File: src/rtl/led_chase_player.sv
// led_chase_player: plays one round of an LED chase game per accepted start.
// It latches a one-hot target LED, watches the chasing LEDs, presses stop for
// a fixed number of cycles once the target lights, then waits for the game's
// Result line and reports the outcome with a one-cycle done pulse.
//
// Handshake: start is a request sampled on every rising edge. It is accepted
// only in IDLE with a one-hot target, is rejected with a one-cycle error
// pulse in IDLE with a bad target, and is silently dropped whenever busy=1.
module led_chase_player #(
    parameter int PRESS_LEN      = 4,
    parameter int WATCH_TIMEOUT  = 64,
    parameter int RESULT_TIMEOUT = 16
) (
    input  logic       clk,
    input  logic       reset,
    input  logic       start,
    input  logic [3:0] target,
    input  logic       LED1,
    input  logic       LED2,
    input  logic       LED3,
    input  logic       LED4,
    input  logic       Result,
    output logic       stopButton,
    output logic [3:0] stopLED,
    output logic       busy,
    output logic       done,
    output logic       win,
    output logic [7:0] win_count,
    output logic       error,
    output logic [2:0] dbg_state
);

    typedef enum logic [2:0] {
        IDLE   = 3'd0,
        WATCH  = 3'd1,
        PRESS  = 3'd2,
        RESULT = 3'd3,
        DONE   = 3'd4
    } state_t;

    // One shared counter times every phase, so it must reach the largest limit.
    localparam int CNT_MAX_A = (WATCH_TIMEOUT > RESULT_TIMEOUT) ? WATCH_TIMEOUT : RESULT_TIMEOUT;
    localparam int CNT_MAX   = (CNT_MAX_A > PRESS_LEN) ? CNT_MAX_A : PRESS_LEN;
    localparam int CW        = $clog2(CNT_MAX + 1);

    localparam logic [CW-1:0] WATCH_LAST  = CW'(WATCH_TIMEOUT - 1);
    localparam logic [CW-1:0] PRESS_LAST  = CW'(PRESS_LEN - 1);
    localparam logic [CW-1:0] RESULT_LAST = CW'(RESULT_TIMEOUT - 1);

    state_t        state;
    state_t        state_nx;
    logic [CW-1:0] cnt;
    logic [CW-1:0] cnt_nx;
    logic          seen;
    logic          seen_nx;
    logic          sb_nx;
    logic [3:0]    led_nx;
    logic          win_nx;
    logic [7:0]    wc_nx;
    logic          err_nx;
    logic [3:0]    leds;
    logic          target_ok;

    assign leds      = {LED4, LED3, LED2, LED1};
    // Exactly one bit set: non-zero and clearing the lowest set bit leaves zero.
    assign target_ok = (target != 4'b0000) && ((target & (target - 4'd1)) == 4'b0000);

    assign busy      = (state != IDLE);
    assign done      = (state == DONE);
    assign dbg_state = state;

    // Next-state and next-register decisions for every phase of a round.
    always_comb begin
        state_nx = state;
        cnt_nx   = cnt;
        seen_nx  = seen;
        sb_nx    = 1'b0;
        led_nx   = stopLED;
        win_nx   = win;
        wc_nx    = win_count;
        err_nx   = 1'b0;
        unique case (state)
            IDLE: begin
                if (start) begin
                    if (target_ok) begin
                        led_nx   = target;
                        cnt_nx   = '0;
                        state_nx = WATCH;
                    end else begin
                        err_nx = 1'b1;
                    end
                end
            end
            WATCH: begin
                // A match wins over a timeout landing in the same cycle.
                if (leds == stopLED) begin
                    state_nx = PRESS;
                    sb_nx    = 1'b1;
                    cnt_nx   = '0;
                    seen_nx  = 1'b0;
                end else if (cnt == WATCH_LAST) begin
                    state_nx = DONE;
                    win_nx   = 1'b0;
                    cnt_nx   = '0;
                end else begin
                    cnt_nx = cnt + 1'b1;
                end
            end
            PRESS: begin
                // A Result seen while still pressing is remembered as a win.
                seen_nx = seen | Result;
                if (cnt == PRESS_LAST) begin
                    state_nx = RESULT;
                    cnt_nx   = '0;
                end else begin
                    sb_nx  = 1'b1;
                    cnt_nx = cnt + 1'b1;
                end
            end
            RESULT: begin
                if (Result || seen) begin
                    state_nx = DONE;
                    win_nx   = 1'b1;
                    cnt_nx   = '0;
                    if (win_count != 8'hFF) begin
                        wc_nx = win_count + 8'd1;
                    end
                end else if (cnt == RESULT_LAST) begin
                    state_nx = DONE;
                    win_nx   = 1'b0;
                    cnt_nx   = '0;
                end else begin
                    cnt_nx = cnt + 1'b1;
                end
            end
            DONE: begin
                state_nx = IDLE;
            end
            default: begin
                state_nx = IDLE;
            end
        endcase
    end

    // State register.
    always_ff @(posedge clk or negedge reset) begin
        if (!reset) begin
            state <= IDLE;
        end else begin
            state <= state_nx;
        end
    end

    // Datapath registers: phase counter, stop press, latched target, outcome.
    always_ff @(posedge clk or negedge reset) begin
        if (!reset) begin
            cnt        <= '0;
            seen       <= 1'b0;
            stopButton <= 1'b0;
            stopLED    <= 4'b0000;
            win        <= 1'b0;
            win_count  <= 8'd0;
            error      <= 1'b0;
        end else begin
            cnt        <= cnt_nx;
            seen       <= seen_nx;
            stopButton <= sb_nx;
            stopLED    <= led_nx;
            win        <= win_nx;
            win_count  <= wc_nx;
            error      <= err_nx;
        end
    end

endmodule
File: config.mk
export PLATFORM = sky130hd
export DESIGN_NAME = led_chase_player
export DESIGN_NICKNAME = d
export VERILOG_FILES = /design/src/rtl/led_chase_player.sv
export SDC_FILE = /design/constraint.sdc
export NUM_CORES = 1
export LEC_CHECK = 0
export CORE_MARGIN = 5
export CORE_UTILIZATION = 53
export CTS_CLUSTER_DIAMETER = 100
export DETAILED_ROUTE_END_ITERATION = 10
export GPL_ROUTABILITY_DRIVEN = 0
export PLACE_DENSITY = 0.84
export SETUP_SLACK_MARGIN = 0.02
export SYNTH_ARGS = -nofsm -noshare
export SYNTH_HDL_FRONTEND = slang
export SYNTH_SLANG_ARGS = --single-unit
File: constraint.sdc
create_clock -name clk -period 4.9 [get_ports clk]
set_input_delay 0.98 -clock clk [delete_from_list [all_inputs] [get_ports clk]]
set_output_delay 0.98 -clock clk [all_outputs]
set_load 0.05 [all_outputs]
Word-level counts from Yosys, hierarchy flattened
Cells that the tools add are included.
{"block": "totals", "regBits": 26, "inputBits": 12, "wordCells": 74}
{"block": "classes", "n_addsub": 3, "n_eq_ne": 17, "mux": 29, "bitwise": 2, "reduce_logical": 15}
{"operator": "$mux W7", "count": 7}
{"operator": "$pmux W7 S4", "count": 1}
{"operator": "$mux W3", "count": 7}
{"operator": "$ne A2 B2 Y1 const B", "count": 6}
{"operator": "$pmux W3 S4", "count": 1}
{"operator": "$mux W1", "count": 10}
{"operator": "$reduce_and A3 Y1", "count": 3}
{"operator": "$add A8 B1 Y8 const B", "count": 1}
{"operator": "$ne A8 B8 Y1 const B", "count": 1}
{"operator": "$reduce_bool A4 Y1", "count": 2}
{"operator": "$add A7 B1 Y7 const B", "count": 1}
{"operator": "$eq A7 B2 Y1 const B", "count": 1}
{"operator": "$eq A7 B4 Y1 const B", "count": 1}
{"operator": "$eq A7 B6 Y1 const B", "count": 1}
{"operator": "$eq A3 B2 Y1 const B", "count": 2}
{"operator": "$ne A3 B3 Y1 const B", "count": 2}
{"operator": "$pmux W1 S2", "count": 3}
{"operator": "$reduce_and A5 Y1", "count": 1}
{"operator": "$and A4 B4 Y4", "count": 1}
{"operator": "$eq A4 B4 Y1", "count": 1}
{"operator": "$logic_not A4 Y1", "count": 1}
{"operator": "$reduce_and A4 Y1", "count": 1}
{"operator": "$reduce_bool A2 Y1", "count": 2}
{"operator": "$sub A4 B1 Y4 const B", "count": 1}
{"operator": "other kinds (8)", "count": 8}

Longest topological paths before layout
Gate-level depths: netlist of run 1.
{"block": "depth", "word_depth": 7, "mapped_depth": 6}

Worst setup path after synthesis of run 1
No wires, ideal clock.
{"block": "synth_timing", "kind": "flip-flop to output port", "start": "reg state[0], in the netlist dbg_state[0]", "end": "out done", "arrival_time_ns": 1.481, "slack_ns": 2.439, "path_stages_with_launch": 4, "path_cell_list": "dfrtp_1 > clkbuf_1 > nor2_1 > and2_1"}
{"block": "synth_between", "elab_chain_cells": 1}
{"item": "start, declared", "line": "50", "rtl": "state_t state;"}
{"item": "start signal, assigned", "line": "150", "rtl": "state <= state_nx;"}
{"item": "$eq A3 B3 Y1", "line": "69", "rtl": "assign done = (state == DONE);"}
{"item": "end, declared", "line": "26", "rtl": "output logic done,"}
No other way between the ends.

Worst setup path after layout of run 1
Same ends and word-level chain as after synthesis.

==> impl_metrics.ini, run 1 <==
[synth]
synth_xor_area_share_pct = 9.947
synth_ff_type = dfrtp_1
synth_nets = 139
synth_top_area_cell = dfrtp_1
yosys.area_share.adder_pct = 1.776
ys_types = 38
yosys-top-cells-area = dfrtp_1, xnor2_1, mux2_4
synth_mux_area_share_pct = 6.483
syn_area_mm2 = 0.001409
syn_avg_cell_area_um2 = 11.27
ys_seq_area_share_pct = 46.18
synth_seq_cells = 26
yosys.area_share.simple_pct = 18.83
yosys_warnings = 0
netlist_instances = 125
synth-edff-count = 0
synth_top_family_by_area = simple AND/OR/NAND/NOR gates
synthArstFlopShare_pct = 100.0
synth_compound_area_share_pct = 14.48
synth_top_area_share_pct = 46.18

[clock_network]
clk_pin_slew_ns = 0.14
holdBufCountCts = 0
cts.path.max_buffers = 2
cts_resized = 0
root_buffer = clkbuf_4
cts_sinks = 26
numCtsBuffers = 3
cts_setup_buffers = 0
cts-htree-levels = 1
cts_tree = built
clkLatencyLatePin_ns = 0.33

[routing]
vias = 1073
detail-route-antenna-nets = 0
wl_um = 3040
wl_per_cell_um = 16.17
drtIter0Drc = 43
drc = 0
first_pass_iters = 4
viasPerCell = 5.707

[die]
initial_utilization_pct = 56.36
ioPinCount = 32
die_area_mm2 = 0.003789
num_rows = 18
die_width_um = 61.56
die_y_um = 61.56
core_area_mm2 = 0.002500

[placement]
dp_hpwl_um = 2282
io_buffers = 31
placed_cell_area_mm2 = 0.001750

[setup_path]
slowest_stage = clkdlybuf4s50_1
arrival_ns = 2.16
setup.worst_path.class = flip-flop to output pin
worst-path-buf-inv = 1
worstPathCellList = nor2_1, and2_1, clkdlybuf4s50_1
required_ns = 3.92
cp_max_fo = 14
cp-end-kind = output pin
cpLargestDelayFamily = buffers and inverters
slowest_delay_ns = 0.80
cp-start-kind = flip-flop

[cells_and_area]
mostFrequentLayoutCells = clkdlybuf4s50_1, dfrtp_1, xnor2_1
nFillCells = 184
final_nets = 173
fin_area_mm2 = 0.001787
antenna_cells = 0
drive_gt1_share_pct = 13.92
final_common_cell = clkdlybuf4s50_1
area_growth_pct = 26.82

[global_routing]
grtUsageTotal_pct = 18.64
antenna_found_initial = 0
grt_max_degree = 27
grt_pass1_vias = 1112
grt_pass1_wl_um = 5161
grt-ovfl-total = 0

[sta]
skew_ns = 0.008165
fmax_mhz = 318.4
worst_pin_slew_ns = 0.6823
rsz0062_at_grt = false
setup_violations = 0
final_hold_viol_count = 0
finalSetupTns_ns = 0
max_slew_margin_pct = 54.39
slew_viol_final = 0
final.period_utilization_pct = 64.10
fin_crit_ns = 3.141
fin_hold_ws_ns = 0.5094

[pwr]
power.internal_mw = 0.5765
p_total_mw = 1.116
peakVddDrop_uv = 434.8
pwr-share-clk_pct = 9.9
swShare_pct = 48.35
leakage_nw = 0.7397
pwr-share-comb_pct = 56.5
p_per_area_mw_per_mm2 = 624.6
p_seq_share_pct = 33.6
switching_power_mw = 0.5396

[outcome]
status = finished clean

[hold_path]
hold_path_class = flip-flop to flip-flop

[flow_run]
maxCapViolations = 0
-- logic make-up (layout without fill, tap and decap cells) --
group / after synthesis / after routing
compound gates: 27 / 27
xor+xnor: 16 / 16
mux: 7 / 7
flops: 26 / 26
simple gates: 39 / 39
buf+inv: 8 / 41
fa+ha+maj: 2 / 2
-- metrics by stage --
stage	instances	utilization, %	worst slack, ns
3_5_place_dp	184	70.02	2.032
5_1_grt	188	71.47	1.637
2_1_floorplan	125	-	2.439
6_report	188	71.47	1.759
4_1_cts	188	71.47	1.743
3_3_place_gp	184	70.02	2.101
-- power groups by stage --
stage	combinational [mW]	sequential [mW]	clock, mW
5_1_grt	0.670	0.388	0.128
2_1_floorplan	0.289	0.531	0
4_1_cts	0.636	0.376	0.113
3_5_place_dp	0.633	0.381	0
6_report	0.630	0.375	0.111
3_3_place_gp	0.617	0.375	0
-- layout make-up --
cell class                 instances  area, um2  share of cell area, %
inverter                           5      18.77                  1.050
timing repair buffer              32      317.8                  17.79
multi-input combinational         91      725.7                  40.62
clock buffer                       4      36.28                  2.031
tap                               30      37.54                  2.101
sequential                        26      650.6                  36.41
-- synth_stat cells, types with 2 or more instances --
library cell   n
o21ai_0        4
or3b_4         2
xor2_1         5
clkbuf_2       2
ha_1           2
nor2_1         8
o31ai_1        2
dfrtp_1       26
a21oi_1        8
nand3_1        5
nor3_1         4
nand2_1        6
mux2_4         4
mux2i_1        2
xnor2_1       11
o2bb2ai_1      5
inv_1          5
and3_1         2
nand4_1        3
-- final timing paths --
path                       slack [ns]         start      endpoint  depth (start not counted)
max                              1.76  dbg_state[0]          done                          3
min                              0.51  win_count[7]  win_count[7]                          1
max reg2reg                      2.89        cnt[0]        cnt[4]                          6
min reg2reg                      0.51  win_count[7]  win_count[7]                          1
max in group asynchronous        3.64         reset  win_count[3]                          2
min in group asynchronous        1.00         reset    stopButton                          2
-- layer usage --
layer  routed length, um  vias to the layer above  GRT usage [%]  share of wire [%]
met5                   0                        -              0                  0
met4                  65                        0          8.788                2.1
met3                 158                        7          3.564                5.2
met2                1491                       25          30.64                 49
met1                1324                      523          23.54                 44
li1                    -                      518              -                  -
-- registers in the layout (all words and copies together), names as in the netlist --
| name | cells |
|---|---|
| error | 1 |
| win | 1 |
| cnt | 7 |
| seen | 1 |
| dbg_state | 3 |
| stopLED | 4 |
| stopButton | 1 |
| win_count | 8 |
-- worst reg2reg max path, delay by kind of cell, from the launching register on --
kind                     cells  cell delay, ns
AO/OA/AOI/OAI                1            0.18
adder cells (fa/ha/maj)      1            0.26
AND/OR/NAND/NOR              4            1.06
flip-flops                   1            0.45
No activity file was read; power rests on OpenSTA's default activity.
==> run 2, diff against run 1 <==
--- a/config.mk
+++ b/config.mk
@@ -6,11 +6,11 @@
 export NUM_CORES = 1
 export LEC_CHECK = 0
 export CORE_MARGIN = 5
-export CORE_UTILIZATION = 53
+export CORE_UTILIZATION = 49
 export CTS_CLUSTER_DIAMETER = 100
 export DETAILED_ROUTE_END_ITERATION = 10
 export GPL_ROUTABILITY_DRIVEN = 0
-export PLACE_DENSITY = 0.84
+export PLACE_DENSITY = 0.78
 export SETUP_SLACK_MARGIN = 0.02
 export SYNTH_ARGS = -nofsm -noshare
 export SYNTH_HDL_FRONTEND = slang
==> constraint.sdc (replaced) <==
create_clock -name clk -period 3.1 [get_ports clk]
set_input_delay 0.62 -clock clk [delete_from_list [all_inputs] [get_ports clk]]
set_output_delay 0.62 -clock clk [all_outputs]
set_load 0.05 [all_outputs]
==> impl_metrics.ini, run 2 (synthesized netlist as in run 1, its figures left out) <==
[cells_and_area]
final_common_cell = clkdlybuf4s50_1
mostFrequentLayoutCells = clkdlybuf4s50_1, dfrtp_1, xnor2_1
largest_reg_flops = 8
top_register = win_count
reg_top3 = win_count (8), cnt (7), stopLED (4)
instances_no_fill = 189
final_nets = 173
area_growth_pct = 26.91
drive_gt1_share_pct = 13.92
antenna_cells = 0

[global_routing]
grtUsageTotal_pct = 14.82
met1_usage_pct = 17.73
grtUsageMet2_pct = 25.76
grt_pass1_vias = 1087
grt_pass1_wl_um = 4940
grt_busiest_layer = met2
grt_max_degree = 27
antenna_found_initial = 0
met3_usage_pct = 3.730
grt-ovfl-total = 0

[sta]
finalSetupTns_ns = 0
fmax_mhz = 359.8
rsz0062_at_grt = false
max_slew_margin_pct = 53.87
worst_pin_slew_ns = 0.6901
final_hold_viol_count = 0
fin_crit_ns = 2.779
skew_ns = 0.02163
setup_violations = 0
slew_viol_final = 0
final.period_utilization_pct = 89.66

[die]
core_area_mm2 = 0.002758
die_width_um = 63.62
initial_utilization_pct = 51.09
num_rows = 19
die_area_mm2 = 0.004048
die_y_um = 63.62
ioPinCount = 32

[clock_network]
cts_resized = 0
cts.path.max_buffers = 2
root_buffer = clkbuf_4
cts_setup_buffers = 0
numCtsBuffers = 3
cts_tree = built
clkLatencyLatePin_ns = 0.33
clk_pin_slew_ns = 0.15
cts_sinks = 26
holdBufCountCts = 0
cts-htree-levels = 1

[pwr]
leakage_nw = 0.7397
peakVddDrop_uv = 655.5
p_per_area_mw_per_mm2 = 984.2

[setup_path]
cp-end-kind = output pin
cp-start-kind = flip-flop
slowest_delay_ns = 0.81
required_ns = 2.48
cp_max_fo = 14
slowest_stage = clkdlybuf4s50_1
cpLargestDelayFamily = buffers and inverters
worst-path-buf-inv = 1
setup.worst_path.class = flip-flop to output pin
arrival_ns = 2.16
worstPathCellList = nor2_1, and2_1, clkdlybuf4s50_1

[routing]
drtIter0Drc = 33
detail-route-antenna-nets = 0
wl_per_cell_um = 15.43
first_pass_iters = 5
viasPerCell = 5.746
drc = 0
wl_um = 2916
vias = 1086

[hold_path]
hold_path_class = flip-flop to flip-flop

[placement]
placed_cells = 185
io_buffers = 31
dp_hpwl_um = 2261

[flow_run]
maxCapViolations = 0

[outcome]
status = finished clean
[run 2: final timing paths]
| path | from | endpoint | slack, ns | cells past startpoint |
|---|---|---|---|---|
| setup / recovery | dbg_state[0] | done | 0.32 | 3 |
| max in group asynchronous | reset | dbg_state[1] | 2.21 | 2 |
| setup reg to reg | cnt[0] | cnt[4] | 1.09 | 6 |
| hold / removal | win_count[7] | win_count[7] | 0.51 | 1 |
| hold reg to reg | win_count[7] | win_count[7] | 0.51 | 1 |
| min in group asynchronous | reset | error | 0.63 | 2 |
[run 2: final cells by class]
cell class,instances,area (um2)
fillers,219,969.7
multi-input cells,91,725.7
flip-flops and latches,26,650.6
repair buffers,32,317.8
well taps,31,38.79
clock buffers,4,36.28
inverters,5,18.77
[run 2: power by group]
group          total [mW]  switching [mW]  internal, mW  leakage [nW]
Sequential          0.594           0.150         0.444         0.334
Clock               0.173           0.101        0.0719        0.0210
Combinational       0.993           0.597         0.396         0.384
[run 2: per-stage QoR]
step,hold slack (ns),instance area (um2),utilization (%),power (mW),setup WS (ns)
2_1_floorplan,0.3244,1409,-,1.296,0.9680
5_1_grt,0.5298,1788,64.84,1.858,0.2214
6_report,0.5051,1788,64.84,1.760,0.3206
4_1_cts,0.5092,1788,64.84,1.773,0.3142
3_3_place_gp,0.4773,1752,63.52,1.569,0.6636
3_5_place_dp,0.4831,1752,63.52,1.601,0.6055
[run 2: routing by layer]
metal  wire length (um)  vias up
met5                  0        -
met4                 28        0
met3                178        3
met2               1422       39
met1               1287      529
li1                   -      515
